===== config.mk =====
export PLATFORM = sky130hd
export DESIGN_NAME = shift_normalizer_16bit_flat
export DESIGN_NICKNAME = d
export VERILOG_FILES = /design/src/rtl/shift_normalizer_16bit_if.sv /design/src/rtl/shift_normalizer_16bit.sv /design/src/flat_wrapper.sv
export SDC_FILE = /design/constraint.sdc
export NUM_CORES = 1
export LEC_CHECK = 0
export ABC_AREA = 1
export BUFFER_PORTS_ARGS = -buffer_cell sky130_fd_sc_hd__buf_2
export CAP_MARGIN = 20
export CORE_ASPECT_RATIO = 0.7
export CORE_UTILIZATION = 50
export DETAILED_ROUTE_END_ITERATION = 7
export PLACE_DENSITY = 0.74
export SLEW_MARGIN = 40
export SYNTH_ARGS = -nofsm -noshare
export SYNTH_HDL_FRONTEND = slang
export SYNTH_SLANG_ARGS = --single-unit

===== constraint.sdc =====
create_clock -name clk -period 2.08 [get_ports clk]
set_clock_uncertainty 0.05 [all_clocks]
set_input_delay 0.208 -clock clk [delete_from_list [all_inputs] [get_ports clk]]
set_output_delay 0.208 -clock clk [all_outputs]
set_load 0.02 [all_outputs]

===== src/rtl/shift_normalizer_16bit_if.sv =====
// Operand/result handshake bundle for the 16-bit shift normalizer.
// The master side presents operands and consumes results; the slave side is the normalizer.
interface shift_normalizer_16bit_if;
   logic        in_valid;
   logic        in_ready;
   logic [15:0] in_data;
   logic        in_signed;
   logic        out_valid;
   logic        out_ready;
   logic [15:0] out_data;
   logic [3:0]  out_shamt;
   logic        out_zero;

   modport master (
      output in_valid, in_data, in_signed, out_ready,
      input  in_ready, out_valid, out_data, out_shamt, out_zero
   );

   modport slave (
      input  in_valid, in_data, in_signed, out_ready,
      output in_ready, out_valid, out_data, out_shamt, out_zero
   );
endinterface


===== src/rtl/shift_normalizer_16bit.sv =====
// Multi-cycle normalizer: left-shifts an operand one bit per cycle until it is
// normalized (unsigned: MSB set; signed: bit15 != bit14) and reports the value
// and shift count. Degenerate operands (all zero / all sign) flag out_zero.
module shift_normalizer_16bit #(
   parameter int unsigned WIDTH = 16
) (
   input  logic                    clk,
   input  logic                    rst_n,
   shift_normalizer_16bit_if.slave bus
);

   typedef enum logic [1:0] {
      IDLE  = 2'd0,
      SHIFT = 2'd1,
      DONE  = 2'd2
   } state_t;

   state_t           state;
   state_t           state_nx;
   logic [WIDTH-1:0] shreg;
   logic             sgn;
   logic [3:0]       cnt;
   logic [WIDTH-1:0] res_data;
   logic [3:0]       res_shamt;
   logic             res_zero;
   logic             is_zero;
   logic             is_norm;

   // State register.
   always_ff @(posedge clk or negedge rst_n) begin
      if (!rst_n) begin
         state <= IDLE;
      end else begin
         state <= state_nx;
      end
   end

   // Next-state and per-cycle normalization tests on the working register.
   always_comb begin
      is_zero  = 1'b0;
      is_norm  = 1'b0;
      state_nx = state;
      if (sgn) begin
         is_zero = (shreg == '0) || (shreg == '1);
         is_norm = shreg[WIDTH-1] != shreg[WIDTH-2];
      end else begin
         is_zero = (shreg == '0);
         is_norm = shreg[WIDTH-1];
      end
      case (state)
         IDLE:    if (bus.in_valid) state_nx = SHIFT;
         SHIFT:   if (is_zero || is_norm) state_nx = DONE;
         DONE:    if (bus.out_ready) state_nx = IDLE;
         default: state_nx = IDLE;
      endcase
   end

   // Datapath: capture on accept, shift until normalized, latch result once.
   // A degenerate operand is only detectable on the first SHIFT cycle, so the
   // working register still equals the original operand when it is latched.
   always_ff @(posedge clk or negedge rst_n) begin
      if (!rst_n) begin
         shreg     <= '0;
         sgn       <= 1'b0;
         cnt       <= '0;
         res_data  <= '0;
         res_shamt <= '0;
         res_zero  <= 1'b0;
      end else begin
         case (state)
            IDLE: begin
               if (bus.in_valid) begin
                  shreg <= bus.in_data;
                  sgn   <= bus.in_signed;
                  cnt   <= '0;
               end
            end
            SHIFT: begin
               if (is_zero) begin
                  res_data  <= shreg;
                  res_shamt <= '0;
                  res_zero  <= 1'b1;
               end else if (is_norm) begin
                  res_data  <= shreg;
                  res_shamt <= cnt;
                  res_zero  <= 1'b0;
               end else begin
                  shreg <= {shreg[WIDTH-2:0], 1'b0};
                  cnt   <= cnt + 4'd1;
               end
            end
            default: ;
         endcase
      end
   end

   assign bus.in_ready  = (state == IDLE);
   assign bus.out_valid = (state == DONE);
   assign bus.out_data  = res_data;
   assign bus.out_shamt = res_shamt;
   assign bus.out_zero  = res_zero;

endmodule


===== src/flat_wrapper.sv =====
// flat-port wrapper written by rule: the top's interface ports become plain ports
module shift_normalizer_16bit_flat 
#(
   parameter int unsigned WIDTH = 16
)
  (clk, rst_n, bus_in_valid, bus_in_data, bus_in_signed, bus_out_ready, bus_in_ready, bus_out_valid, bus_out_data, bus_out_shamt, bus_out_zero);
  shift_normalizer_16bit_if bus_i ();
  input  logic clk;
  input  logic rst_n;
  input wire logic [$bits(bus_i.in_valid)-1:0] bus_in_valid;
  input wire logic [$bits(bus_i.in_data)-1:0] bus_in_data;
  input wire logic [$bits(bus_i.in_signed)-1:0] bus_in_signed;
  input wire logic [$bits(bus_i.out_ready)-1:0] bus_out_ready;
  output wire logic [$bits(bus_i.in_ready)-1:0] bus_in_ready;
  output wire logic [$bits(bus_i.out_valid)-1:0] bus_out_valid;
  output wire logic [$bits(bus_i.out_data)-1:0] bus_out_data;
  output wire logic [$bits(bus_i.out_shamt)-1:0] bus_out_shamt;
  output wire logic [$bits(bus_i.out_zero)-1:0] bus_out_zero;
  assign bus_i.in_valid = bus_in_valid;
  assign bus_i.in_data = bus_in_data;
  assign bus_i.in_signed = bus_in_signed;
  assign bus_i.out_ready = bus_out_ready;
  assign bus_in_ready = bus_i.in_ready;
  assign bus_out_valid = bus_i.out_valid;
  assign bus_out_data = bus_i.out_data;
  assign bus_out_shamt = bus_i.out_shamt;
  assign bus_out_zero = bus_i.out_zero;
  shift_normalizer_16bit #(.WIDTH(WIDTH)) u_core (.clk(clk), .rst_n(rst_n), .bus(bus_i));
endmodule

==> results.toml, run 1 <==
[outcome]
status = "finished clean"

[job]
maxCapViolations = 0

[layout]
area_delta_synth_final_pct = 17.87
fin_util_pct = 63.77
fill_cells = 400
drive_gt1_share_pct = 23.97
diodes = 0
fin_nets = 340
multi_input_area_um2 = 927.1
instances_no_fill = 369
regArea_um2 = 1101

[routing]
avgViaCountPerCell = 5.106
drt_first_pass_iters = 4
vias = 1884
detail-route-antenna-nets = 0
wl_per_cell_um = 12.08
routed_wl_um = 4457
drt_iter0_drc = 166
drc_errors = 0

[min_path]
hold_class = "input port to flip-flop"

[worst_setup_path]
cp_max_fo = 10
end_kind = "flip-flop"
worst-setup-path-type = "flip-flop to flip-flop"
crit_arrival_ns = 1.96
crit_required_ns = 2.22
startpoint_type = "flip-flop"

[synthesis]
ys_types = 25
synth-seq-area-share_pct = 49.77
synth_seq_cells = 44
syn-num-nets = 297
syn_area_um2 = 2212
synthCells = 273
avgSynthCellArea_um2 = 8.103
yosysWarnings = 0

[sta]
finalCriticalPeriod_ns = 1.826
slew_headroom_pct = 63.25
finalSetupViolCount = 0
worst_slew_pin_slew_ns = 0.5513
fin_tns_setup_ns = 0
rsz0062_at_grt = "no"
whs_ns = 0.02503
fmax_mhz = 547.7
drv_slew = 0
period_share_pct = 87.78
hold_viol_final = 0

[power_and_ir_drop]
power_density_nw_per_um2 = 1588
p_leak_uw = 0.001431
clkPwrFrac_pct = 17.2
p_int_uw = 2306
seqPwrFrac_pct = 35.8
comb_power_share_pct = 47.0
p_switching_uw = 1834
p_total_uw = 4140
ir_drop_v = 0.001342
switching_share_pct = 44.30

[clock_network]
clk_latency_ns = 0.30
clk_pin_slew_ns = 0.08
ctsResizeCount = 0
clock_sinks = 44
htreeDepth = 2
root_buffer = "clkbuf_8"
cts_made_buffers = 5
cts_tree = "yes"
clk_path_buf_depth = 2

[global_routing]
antenna_found_initial = 0
grt_max_degree = 59
grt_first_pass_wirelength_um = 7610
grtUsageTotal_pct = 21.58
gr-total-overflow = 0
grt_pass1_vias = 1688

[die]
die_h_um = 57.65
num_io_pins = 44
die_w_um = 81.50
placementRows = 19
start_util_pct = 54.10
core_area_um2 = 4089
die_area_um2 = 4698

[placement]
dp_hpwl_um = 2943
io_buffers = 43
gp_congestion = 0.8058
place_inst = 360
synthesized netlist by cell type (all sizes together):
master / number / share of area, %
nand2: 80 / 14
dfrtp: 44 / 50
nand3: 44 / 12
o21ai: 35 / 7.9
inv: 28 / 4.8
nor2: 18 / 3.5
buf: 8 / 2.5
clkbuf: 6 / 1.1
ha: 3 / 1.7
nand4: 2 / 0.57
a21oi: 1 / 0.23
mux2: 1 / 0.51
o31ai: 1 / 0.34
xnor2: 1 / 0.40
xor2: 1 / 0.40
power by group through the flow:
| stage | clock, µW | combinational (µW) | sequential, µW |
|---|---|---|---|
| final | 713 | 1950 | 1480 |
| after global routing | 770 | 2230 | 1530 |
| after CTS | 729 | 1970 | 1480 |
| after detailed placement | 0 | 1960 | 1490 |
| after global placement | 0 | 1930 | 1480 |
| after floorplan | 0 | 1330 | 1610 |
logic make-up (layout without fill, tap and decap cells):
group	count (synthesis)	count (layout)	share of synthesized area, %
buffers and inverters	42	86	8.314
flip-flops	44	44	49.77
XOR/XNOR	2	2	0.7920
adder cells (fa/ha/maj)	3	3	1.697
AND/OR/NAND/NOR	144	144	30.43
multiplexers	1	1	0.5090
AO/OA/AOI/OAI	37	37	8.484
per-stage QoR:
step,area (µm²),setup slack (ns)
3_3_place_gp,2471,0.3456
5_1_grt,2608,0.08221
6_report,2608,0.2541
2_1_floorplan,2212,0.5018
3_5_place_dp,2471,0.3032
4_1_cts,2608,0.2572
worst max-delay path, cell delays in order (launching register included):
cell     delay (ns)
dfrtp_1        0.39
inv_1          0.09
ha_1           0.29
a21oi_1        0.22
nand4_1        0.28
buf_4          0.27
nand3_1        0.07
nand2_1        0.05
cell usage in the layout, fill, tap and decap left out:
master         Yosys  routed
nor2_1            16      16
o21ai_0           25      25
dfrtp_1           44      44
o31ai_1            1       1
nor2_4             1       1
ha_1               3       3
nand2_2            4       4
buf_2              5      43
dlygate4sd3_1      0       1
nand2_1           75      75
o21ai_1           10      10
inv_2              2       2
nand3_1           35      35
mux2_2             1       1
a21oi_1            1       1
buf_4              1       5
bufinv_16          0       1
buf_12             0       1
clkbuf_8           0       7
nand2_4            1       1
nand4_1            2       2
inv_1             26      26
nand3_2            9       9
xnor2_1            1       1
xor2_1             1       1
nor2_2             1       1
layer usage:
layer | global-route usage [%] | vias to the layer above | wire [µm]
li1 | - | 962 | -
met1 | 31.91 | 860 | 2312
met2 | 31.43 | 54 | 1855
met3 | 5.039 | 8 | 229
met4 | 6.888 | 0 | 60
met5 | 0 | - | 0
sequential cells by signal, summed over array words and instances (netlist names):
name                  cells
u_core.bus.out_data      16
u_core.bus.out_shamt      4
u_core.cnt                4
u_core.state              2
u_core.bus.out_zero       1
u_core.sgn                1
u_core.shreg             16
path summary, 6_finish.rpt:
path	start	slack (ns)	cells after the start	to
worst min-delay path	bus_out_ready	0.03	2	u_core.state[1]$_DFFE_PN0P_
worst max-delay path	u_core.shreg[14]$_DFFE_PN0P_	0.25	7	u_core.shreg[8]$_DFFE_PN0P_
min in group asynchronous	rst_n	0.47	3	u_core.bus.out_data[8]$_DFFE_PN0P_
worst min register to register	u_core.bus.out_shamt[1]$_DFFE_PN0P_	0.43	2	u_core.bus.out_shamt[1]$_DFFE_PN0P_
worst max register to register	u_core.shreg[14]$_DFFE_PN0P_	0.25	7	u_core.shreg[8]$_DFFE_PN0P_
max in group asynchronous	rst_n	1.13	3	u_core.shreg[1]$_DFFE_PN0P_
what timing repair did:
action / 4_1_cts / 5_1_grt
hold buffers: 1 / 0
setup buffers: 0 / 0
setup endpoints to repair: 0 / 0
hold endpoints to repair: 44 / 0
cell type report:
class	instances	area share (%)
Clock buffer	7	3.695
Clock inverter	1	1.152
Inverter	28	4.031
Multi-Input combinational cell	187	35.56
Sequential cell	44	42.23
Tap cell	52	2.495
Timing Repair Buffer	50	10.84
(Power assumes the default switching activity.)
==> inputs of run 2 (changes only) <==
- CORE_MARGIN: default -> 2
- CTS_BUF_LIST: default -> sky130_fd_sc_hd__clkbuf_4 sky130_fd_sc_hd__clkbuf_8
==> run 2 against run 1 <==
  * Clock power shrank 19%
  * Register-to-register slack gained 0.09 ns
  * Critical path type unchanged
  * Utilization shrank 3.3 points
  * Non-clock buffer count grew 1
  * Count of clock-buffer cells in the layout grew 1
  * Power shrank 3.1%
  * Worst setup slack gained 0.093 ns
  * Wire length shrank 0.90%
  * Final area shrank 0.19%
  * Combinational power is essentially flat
  * Largest cell class unchanged
  * Fmax grew 5.4%
==> results.toml, run 2 (synthesis gave the netlist of run 1 again) <==
[outcome]
status = "finished clean"

[worst_setup_path]
cp_cell_sequence = "inv_1 > ha_1 > a21oi_1 > nand3_2 > nand2_4 > buf_12 > nand2_1 > o21ai_0"
r2r_start = "u_core.shreg[15]$_DFFE_PN0P_"
crit_required_ns = 2.24
rrSetupSlack_ns = 0.35
slowest_delay_ns = 0.41
worst-setup-path-type = "flip-flop to flip-flop"
reg2reg_to = "u_core.bus.out_data[11]$_DFFE_PN0P_"
crit_arrival_ns = 1.89
slowest_stage = "dfrtp_1"
end_kind = "flip-flop"
startpoint_type = "flip-flop"
cp_max_fo = 59
reg2regPathDepth = 8

[sta]
fin_ws_ns = 0.3474
fin_tns_setup_ns = 0
worst_slew_pin_slew_ns = 0.5051
hold_viol_final = 0
finalSetupViolCount = 0
finalCriticalPeriod_ns = 1.733
rsz0062_at_grt = "no"
period_share_pct = 83.30
fmax_mhz = 577.2
drv_slew = 0
slew_headroom_pct = 66.32

[routing]
wl_per_cell_um = 11.84
drc_errors = 0
drt_iter0_drc = 63
detail-route-antenna-nets = 0
drt_first_pass_iters = 4
routed_wl_um = 4417
vias = 1855
avgViaCountPerCell = 4.973

[clock_network]
clk_pin_slew_ns = 0.08
cts_made_buffers = 5
clock_sinks = 44
cts_tree = "yes"
root_buffer = "clkbuf_8"
cts_setup_buffers = 0
ctsResizeCount = 0
clk_latency_ns = 0.30
clk_path_buf_depth = 2
hold_buffers = 1
htreeDepth = 2

[min_path]
holdPathStages = 2
hold_class = "input port to flip-flop"
min_from = "bus_out_ready"
holdPathEnd = "u_core.state[1]$_DFFE_PN0P_"

[die]
start_util_pct = 51.40
die_area_um2 = 4981
die_h_um = 59.65
num_io_pins = 44
placementRows = 20
die_w_um = 83.50
core_area_um2 = 4304

[layout]
diodes = 0
fin_nets = 341
final_common_cell = "nand2_1"
area_delta_synth_final_pct = 17.65
final_cell_mix = "nand2_1, dfrtp_1, buf_2, nand3_1, inv_1"
drive_gt1_share_pct = 24.21

[placement]
io_buffers = 43
dp_hpwl_um = 3077
gp_congestion = 0.7760
dp_slack_ns = 0.3649

[global_routing]
grt_pass1_vias = 1704
gr-total-overflow = 0
grt_first_pass_wirelength_um = 7652
grtUsageTotal_pct = 19.51
antenna_found_initial = 0
grt_max_degree = 60

[power_and_ir_drop]
p_leak_uw = 0.001428
power_density_nw_per_um2 = 1541
ir_drop_v = 0.0007841

[job]
maxCapViolations = 0
==> run 2: cell types whose count changed in the layout (fill, tap and decap cells not counted), sizes merged <==
| cell | previous run | this run |
|---|---|---|
| bufinv | 1 | 0 |
| clkbuf | 7 | 8 |
| buf | 49 | 50 |
==> run 2: area by class of cell <==
| class | count | area [µm²] |
|---|---|---|
| multi-input combinational | 187 | 927.1 |
| sequential | 44 | 1101 |
| fill | 414 | 1702 |
| tap | 55 | 68.82 |
| clock buffer | 8 | 97.59 |
| inverter | 28 | 105.1 |
| timing repair buffer | 51 | 302.8 |
==> run 2: where the power goes <==
group / switching (µW) / total [µW] / internal [µW]
sequential: 275 / 1480 / 1210
combinational: 1260 / 1950 / 685
clock: 284 / 581 / 297
total: 1820 / 4010 / 2190
==> run 2: critical path, delay by kind of cell, from the launching register on <==
family / cells / cell delay, ns
adder cells (fa/ha/maj): 1 / 0.23
AO/OA/AOI/OAI: 2 / 0.31
AND/OR/NAND/NOR: 3 / 0.29
flip-flops: 1 / 0.41
buffers and inverters: 2 / 0.35
==> run 2: worst max path at each step <==
stage	end	slack (ns)	cells after the start	from
after floorplan	u_core.shreg[10]$_DFFE_PN0P_	0.50	6	u_core.state[1]$_DFFE_PN0P_
after global placement	u_core.shreg[14]$_DFFE_PN0P_	0.42	8	u_core.shreg[15]$_DFFE_PN0P_
after detailed placement	u_core.bus.out_data[11]$_DFFE_PN0P_	0.36	8	u_core.shreg[14]$_DFFE_PN0P_
after CTS	u_core.bus.out_data[11]$_DFFE_PN0P_	0.34	8	u_core.shreg[15]$_DFFE_PN0P_
after global routing	u_core.shreg[11]$_DFFE_PN0P_	0.17	8	u_core.shreg[15]$_DFFE_PN0P_
final	u_core.bus.out_data[11]$_DFFE_PN0P_	0.35	8	u_core.shreg[15]$_DFFE_PN0P_
==> run 2: metrics by stage <==
stage | instance area [µm²] | power, µW | utilization, % | std cells | hold WS, ns
after floorplan | 2212 | 2949 | - | 273 | -0.1376
after global placement | 2495 | 3426 | 57.97 | 364 | 0.1560
after detailed placement | 2495 | 3461 | 57.97 | 364 | 0.1551
after CTS | 2603 | 4051 | 60.47 | 373 | 0.01097
after global routing | 2603 | 4378 | 60.47 | 373 | 0.02044
final | 2603 | 4010 | 60.47 | 373 | 0.02158
==> run 2: per-layer routing <==
layer  GRT usage [%]  share of wire [%]  up-vias
li1                -                  -      958
met1           27.35                 52      849
met2           29.38                 42       44
met3           6.630                5.3        4
met4           5.530               0.84        0
met5               0                  0        -
==> inputs of run 3 (changes only) <==
- clock period: 2.08 -> 1.8 ns (I/O delays scaled with it)
==> run 3 against run 2 <==
  * Worst setup slack worse by 0.25 ns
  * First-iteration DRC count up 130%
  * Count of clock-buffer cells in the layout down 1
  * Sequential share of layout area down 0.50 points
  * Die area unchanged
  * Critical path depth unchanged
  * Via count up 1.3%
  * Sequential cell count unchanged
  * Sequential power up 15%
  * Critical endpoint is now u_core.shreg[10]$_DFFE_PN0P_
==> results.toml, run 3 (synthesis gave the netlist of run 1 again) <==
[outcome]
status = "finished clean"

[die]
placementRows = 20
start_util_pct = 51.40
die_h_um = 59.65
core_area_um2 = 4304
die_area_um2 = 4981
num_io_pins = 44
die_w_um = 83.50

[sta]
fin_tns_setup_ns = 0
hold_viol_final = 0
fin_ws_ns = 0.1014
finalCriticalPeriod_ns = 1.699
rsz0062_at_grt = "no"
period_share_pct = 94.37
worst_slew_pin_slew_ns = 0.5184
finalSetupViolCount = 0
fmax_mhz = 588.7
slew_headroom_pct = 65.44
drv_slew = 0

[power_and_ir_drop]
p_leak_uw = 0.001440
ir_drop_v = 0.001030
power_density_nw_per_um2 = 1793
p_int_uw = 2580
p_switching_uw = 2143
seqPwrFrac_pct = 36.0
switching_share_pct = 45.37
comb_power_share_pct = 49.8
clkPwrFrac_pct = 14.2

[worst_setup_path]
worst-path-buf-inv = 2
slowest_stage = "dfrtp_1"
cp_cell_sequence = "inv_1 > ha_1 > a21oi_2 > nand3_2 > nand2_4 > buf_12 > nand3_1 > nand2_1"
end_kind = "flip-flop"
crit_arrival_ns = 1.89
worst-setup-path-type = "flip-flop to flip-flop"
startpoint_type = "flip-flop"
slowest_delay_ns = 0.39
crit_family = "simple AND/OR/NAND/NOR gates"
cp_max_fo = 32
crit_required_ns = 1.99

[routing]
detail-route-antenna-nets = 0
routed_wl_um = 4607
drt_first_pass_iters = 4
wl_met2_um = 1941
wl_per_cell_um = 12.35
highest_layer = "met4"
vias = 1879
wl_met1_um = 2325
wl_met3_um = 281
drt_iter0_drc = 144
avgViaCountPerCell = 5.038
drc_errors = 0

[placement]
dp_hpwl_um = 3271
dp_slack_ns = 0.06015
gp_congestion = 0.7993
io_buffers = 43

[layout]
fin_nets = 342
drive_gt1_share_pct = 24.53
fin_util_pct = 61.19
final_cell_mix = "nand2_1, dfrtp_1, buf_2, nand3_1, inv_1"
final_common_cell = "nand2_1"
area_delta_synth_final_pct = 19.06
diodes = 0

[min_path]
hold_class = "input port to flip-flop"

[clock_network]
htreeDepth = 2
clk_path_buf_depth = 2
cts_made_buffers = 5
clk_latency_ns = 0.30
clk_pin_slew_ns = 0.08
cts_tree = "yes"
root_buffer = "clkbuf_8"
clock_sinks = 44

[global_routing]
grt_pass1_vias = 1647
grt_first_pass_wirelength_um = 7762
grt_max_degree = 35
gr-total-overflow = 0
grtUsageTotal_pct = 20.18
antenna_found_initial = 0

[job]
maxCapViolations = 0
==> run 3: changes by cell type in the layout (fill, tap and decap cells not counted), sizes merged <==
cell / previous run / this run
buf: 50 / 51
clkbuf: 8 / 7
==> run 3: path summary, 6_finish.rpt <==
kind / startpoint / to / slack, ns / cells after the start
max: u_core.shreg[15]$_DFFE_PN0P_ / u_core.shreg[10]$_DFFE_PN0P_ / 0.10 / 8
min: bus_out_ready / u_core.state[1]$_DFFE_PN0P_ / 0.002 / 2
max reg2reg: u_core.shreg[15]$_DFFE_PN0P_ / u_core.shreg[10]$_DFFE_PN0P_ / 0.10 / 8
min reg2reg: u_core.bus.out_data[12]$_DFFE_PN0P_ / u_core.bus.out_data[12]$_DFFE_PN0P_ / 0.43 / 2
max in group asynchronous: rst_n / u_core.shreg[1]$_DFFE_PN0P_ / 0.87 / 3
min in group asynchronous: rst_n / u_core.bus.out_data[11]$_DFFE_PN0P_ / 0.33 / 2
==> run 3: worst reg2reg max path, stage by stage (launching register included) <==
cell	delay [ns]
dfrtp_1	0.39
inv_1	0.08
ha_1	0.28
a21oi_2	0.21
nand3_2	0.12
nand2_4	0.10
buf_12	0.19
nand3_1	0.12
nand2_1	0.08
==> run 3: routing by layer <==
layer / global-route usage, % / vias to the layer above
met3: 4.834 / 6
met4: 6.912 / 0
met1: 29.52 / 861
met5: 0 / -
met2: 29.95 / 51
li1: - / 961
==> run 3: repair_timing <==
action / in CTS / in global routing
hold endpoints to repair: 20 / 0
endpoints found under the setup margin: 0 / 40
hold buffers: 1 / 0
buffers inserted: 0 / 1
resized for setup: 0 / 3
==> run 3: per-stage QoR <==
stage          total power, µW  cell area [µm²]  instances  hold slack [ns]
2_1_floorplan             3408             2212        273          -0.1656
3_3_place_gp              3981             2507        364           0.1277
3_5_place_dp              4045             2507        364           0.1293
4_1_cts                   4730             2614        372         0.003958
5_1_grt                   5150             2634        373          0.02846
6_report                  4722             2634        373         0.001675
==> run 3: power groups by stage <==
stage	clock network (µW)	registers, µW	logic [µW]
global route	724	1760	2660
detailed placement	0	1720	2330
global placement	0	1710	2270
CTS	690	1700	2340
finish	673	1700	2350
floorplan	0	1870	1540
==> run 3: final cells by class <==
cell class,count,area [µm²]
fill,393,1670
sequential,44,1101
clock buffer,7,96.34
inverter,28,105.1
timing repair buffer,52,326.6
tap,55,68.82
multi-input combinational,187,935.9
